[src/rtl/scan_sequencer.sv]
// Channel scan sequencer driving a 3-to-8 decoder (sel/en) with a per-channel dwell.
// Optional freeze input enabled by defining SCAN_SEQ_PAUSE_EN.
module scan_sequencer #(
  parameter int DWELL = 4
) (
  input  logic       clk,
  input  logic       rst,
  input  logic       start,
  input  logic       stop,
  input  logic       continuous,
  input  logic [7:0] mask,
`ifdef SCAN_SEQ_PAUSE_EN
  input  logic       pause,
`endif
  output logic [2:0] sel,
  output logic       en,
  output logic       busy,
  output logic       done
);

  typedef enum logic [1:0] {IDLE, SCAN, DONE} state_t;

  state_t     state, state_d;
  logic [2:0] ptr, ptr_d;
  logic [7:0] cnt, cnt_d;
  logic [7:0] mask_q, mask_d;
  logic       cont_q, cont_d;
  logic       hold;
  logic [2:0] sel_d;
  logic       en_d, busy_d, done_d;

`ifdef SCAN_SEQ_PAUSE_EN
  assign hold = pause;
`else
  assign hold = 1'b0;
`endif

  // NOTE: every variable gets a default first so no path through the case infers a latch.
  always_comb begin
    state_d = state;
    ptr_d   = ptr;
    cnt_d   = cnt;
    mask_d  = mask_q;
    cont_d  = cont_q;
    case (state)
      IDLE: begin
        if (start && (mask != 8'h00)) begin
          state_d = SCAN;
          ptr_d   = 3'd0;
          cnt_d   = 8'd0;
          mask_d  = mask;
          cont_d  = continuous;
        end
      end
      SCAN: begin
        if (stop) begin
          state_d = IDLE;
          ptr_d   = 3'd0;
          cnt_d   = 8'd0;
        end else if (!hold) begin
          if (mask_q[ptr] && (cnt != 8'(DWELL - 1))) begin
            cnt_d = cnt + 8'd1;
          end else begin
            // Disabled channels fall through here after a single cycle.
            cnt_d = 8'd0;
            ptr_d = ptr + 3'd1;
            if ((ptr == 3'd7) && !cont_q) begin
              state_d = DONE;
              ptr_d   = 3'd0;
            end
          end
        end
      end
      DONE:    state_d = IDLE;
      default: state_d = IDLE;
    endcase
  end

  // Outputs are decoded from the next state so that the registered copies line up with it.
  always_comb begin
    sel_d  = (state_d == SCAN) ? ptr_d : 3'd0;
    en_d   = (state_d == SCAN) && mask_d[ptr_d];
    busy_d = (state_d == SCAN);
    done_d = (state_d == DONE);
  end

  // NOTE: sequential state uses non-blocking assignments only, so all registers update together.
  always_ff @(posedge clk or posedge rst) begin
    if (rst) begin
      state  <= IDLE;
      ptr    <= 3'd0;
      cnt    <= 8'd0;
      mask_q <= 8'h00;
      cont_q <= 1'b0;
      sel    <= 3'd0;
      en     <= 1'b0;
      busy   <= 1'b0;
      done   <= 1'b0;
    end else begin
      state  <= state_d;
      ptr    <= ptr_d;
      cnt    <= cnt_d;
      mask_q <= mask_d;
      cont_q <= cont_d;
      sel    <= sel_d;
      en     <= en_d;
      busy   <= busy_d;
      done   <= done_d;
    end
  end

endmodule

[config.mk]
export PLATFORM = sky130hd
export DESIGN_NAME = scan_sequencer
export DESIGN_NICKNAME = d
export VERILOG_FILES = /design/src/rtl/scan_sequencer.sv
export SDC_FILE = /design/constraint.sdc
export NUM_CORES = 1
export LEC_CHECK = 0
export ABC_AREA = 1
export CORE_MARGIN = 2
export CORE_UTILIZATION = 49
export DETAILED_ROUTE_END_ITERATION = 8
export GPL_TIMING_DRIVEN = 0
export PLACE_DENSITY = 0.78
export SYNTH_ARGS = -nofsm -noshare
export SYNTH_HDL_FRONTEND = slang
export SYNTH_SLANG_ARGS = --single-unit
[constraint.sdc]
create_clock -name clk -period 1.52 [get_ports clk]
set_input_delay 0.304 -clock clk [delete_from_list [all_inputs] [get_ports clk]]
set_output_delay 0.304 -clock clk [all_outputs]
set_load 0.01 [all_outputs]
==> run summary <==
Outcome -> complete, but fails checks
Failing checks -> setup timing
Commonest cells after routing, fill and taps aside -> dfrtp_1, inv_1, nand2_1
CP Capture Type -> flop
Max_cap viols -> 0
Syn Nets -> 196
CP Max Fanout -> 6
EDFF count, synth -> 0
Mapped Cells -> 180
I/O pin count -> 19
Diode count -> 0
Drt total wl -> 4220 um
Final hold slack -> 509 ps
Power density over the cells -> 1360 nW/um^2
Share of post-route cells with drive strength above 1 -> 0.369
Slew @ Worst Pin -> 1060 ps
Initial cell density of the core -> 0.511
Initial antenna violation count -> 0
Slew headroom -> 0.290
Unrepaired setup endpoints after global routing -> yes
Final HPWL DP -> 2330 um
Pleak -> 1.07 nW
Wire length per cell after detailed routing -> 16.5 um
Setup TNS -> -2050 ps
Worst Path Arrival -> 2150 ps
Reg clk slew, reported paths -> 150 ps
H-tree lvl count -> 1
Final setup fails -> 18
Hold Path Class -> in2async
GR Overflow Total -> 0
Largest net degree at the start of global routing -> 29
Flops & latches, synth -> 28
Placed insts -> 231
Crit path launch type -> flop
Port Buffers -> 18
First-pass GRT wire length -> 5820 um
First-pass DRT Iterations -> 4
Worst vdd ir -> 727 uV
Vias in the first global route -> 1272
Initial DRC Count -> 81
Combinational cell fraction of total power -> 0.527
CTS tree -> done
Die Width -> 60.0 um
Clock skew -> 3.01 ps
Fmax -> 536 MHz
Sink Count -> 28
Synth cell types -> 30
Finished Layout Cells -> 255
Final slew viol count -> 0
Setup CP Type -> reg2reg
Sequential-to-total area share from yosys stat -> 0.457
Post-synth ARST share -> 1.00
PnR worst setup slack -> -345 ps
Synth-to-Final Area Change -> 38.7%
Clock Path Buffers -> 2
Drc violations -> 0
Commonest non-fill, non-tap cell in the layout -> dfrtp_1
Hold_buf cts -> 0
Final net count -> 239
Ys flop type -> dfrtp_1
Crit share post-route -> 1.23
CTS buffer count -> 3
Fin. Hold Viols -> 0
Design internal power -> 1.66 mW
Gr usage total -> 0.218
Mean Syn Cell Area -> 8.52 sq um
Clock power share -> 0.129
Final Util -> 0.708
CP Data Required Time -> 1800 ps
Final worst path period need -> 1860 ps
Net load switching power -> 1.24 mW
Netlist Area Pre-Place -> 1530 sq um
Part of the power in registers -> 0.343
DR vias -> 1484
Via-to-Cell Ratio -> 5.82
Die area -> 3590 sq um
GP Congestion -> 0.880
Row count -> 20
Worst-Skew Late Latency -> 330 ps
Core Box Area -> 3000 sq um
Die Ht -> 60.0 um
CTS Root Cell -> clkbuf_4
Yosys warning count -> 0
Net Sw Frac -> 0.428
Final ANT Viol Nets -> 0
[layer usage]
| layer | track usage | wire length, um | up-vias | share of wire |
|---|---|---|---|---|
| met5 | 0 | 0 | - | 0 |
| met4 | 0.0857 | 161 | 0 | 0.038 |
| met3 | 0.0173 | 238 | 21 | 0.056 |
| met2 | 0.352 | 2020 | 63 | 0.48 |
| met1 | 0.303 | 1800 | 731 | 0.43 |
| li1 | - | - | 669 | - |
[cell families after synthesis]
logic type / after synthesis / share of synthesized area
XOR/XNOR: 2 / 0.0114
AO/OA/AOI/OAI: 25 / 0.0962
flip-flops: 28 / 0.457
multiplexers: 1 / 0.00734
adder cells (fa/ha/maj): 3 / 0.0245
buffers and inverters: 38 / 0.0987
AND/OR/NAND/NOR: 83 / 0.305
[worst paths after layout]
check / startpoint / end / slack [ps] / cells after the start
max: ptr[0] / en / -340 / 13
min: rst / cnt[2] / 510 / 2
max reg2reg: ptr[0] / en / -340 / 13
min reg2reg: mask_q[0] / mask_q[0] / 560 / 2
max in group asynchronous: rst / ptr[0] / 310 / 2
min in group clk: mask_q[0] / mask_q[0] / 560 / 2
[metrics by stage]
| stage | setup slack (ps) | total power [mW] | area [sq um] |
|---|---|---|---|
| global route | -417 | 3.06 | 2130 |
| CTS | -227 | 2.50 | 1920 |
| floorplan | -49.2 | 1.75 | 1540 |
| global placement | -524 | 1.99 | 1760 |
| finish | -345 | 2.90 | 2130 |
| detailed placement | -546 | 2.02 | 1760 |
[synthesized netlist by cell type, drive strengths merged (3+ instances only)]
master	instances	share of area
dfrtp	28	0.46
o21ai	16	0.055
nand2	40	0.13
nor2	10	0.034
inv	35	0.086
ha	3	0.024
nand3	23	0.088
a21oi	3	0.0098
nand4	6	0.038
[cell type report]
cell class	count	area, sq um
fillers	189	876
multi-input cells	114	830
flip-flops and latches	28	702
repair buffers	38	354
inverters	35	134
well taps	33	41.3
clock buffers	4	36.3
plain buffers	3	30.0
[repair_timing]
item | 4_1_cts | 5_1_grt
setup buffers | 8 | 12
pin swaps | 3 | 9
resized for setup | 16 | 36
endpoints found under the setup margin | 19 | 21
[worst max-delay path, stage by stage, from the launching register on]
cell	delay [ps]
dfrtp_2	460
buf_4	140
nand2_1	80
nand3_1	130
nand3_2	90
nand2_4	100
nand2_4	100
nand2_4	80
nand4_4	150
nand2_4	150
nand2_1	80
nand3_2	90
nand3_2	80
nand2_2	80
[power groups by stage]
stage               Clock (mW)  Combinational [mW]  Sequential, mW
finish                   0.375                1.53           0.997
global route             0.414                1.64            1.01
global placement             0               0.989            1.00
floorplan                    0               0.748           0.999
CTS                      0.383                1.14           0.980
detailed placement           0                1.02            1.01
[flip-flops by register name (all words and copies together), names as in the netlist]
register / flops
en: 1
cnt: 8
busy: 1
mask_q: 8
cont_q: 1
ptr: 3
sel: 3
done: 1
state: 2
(Power assumes the default switching activity.)
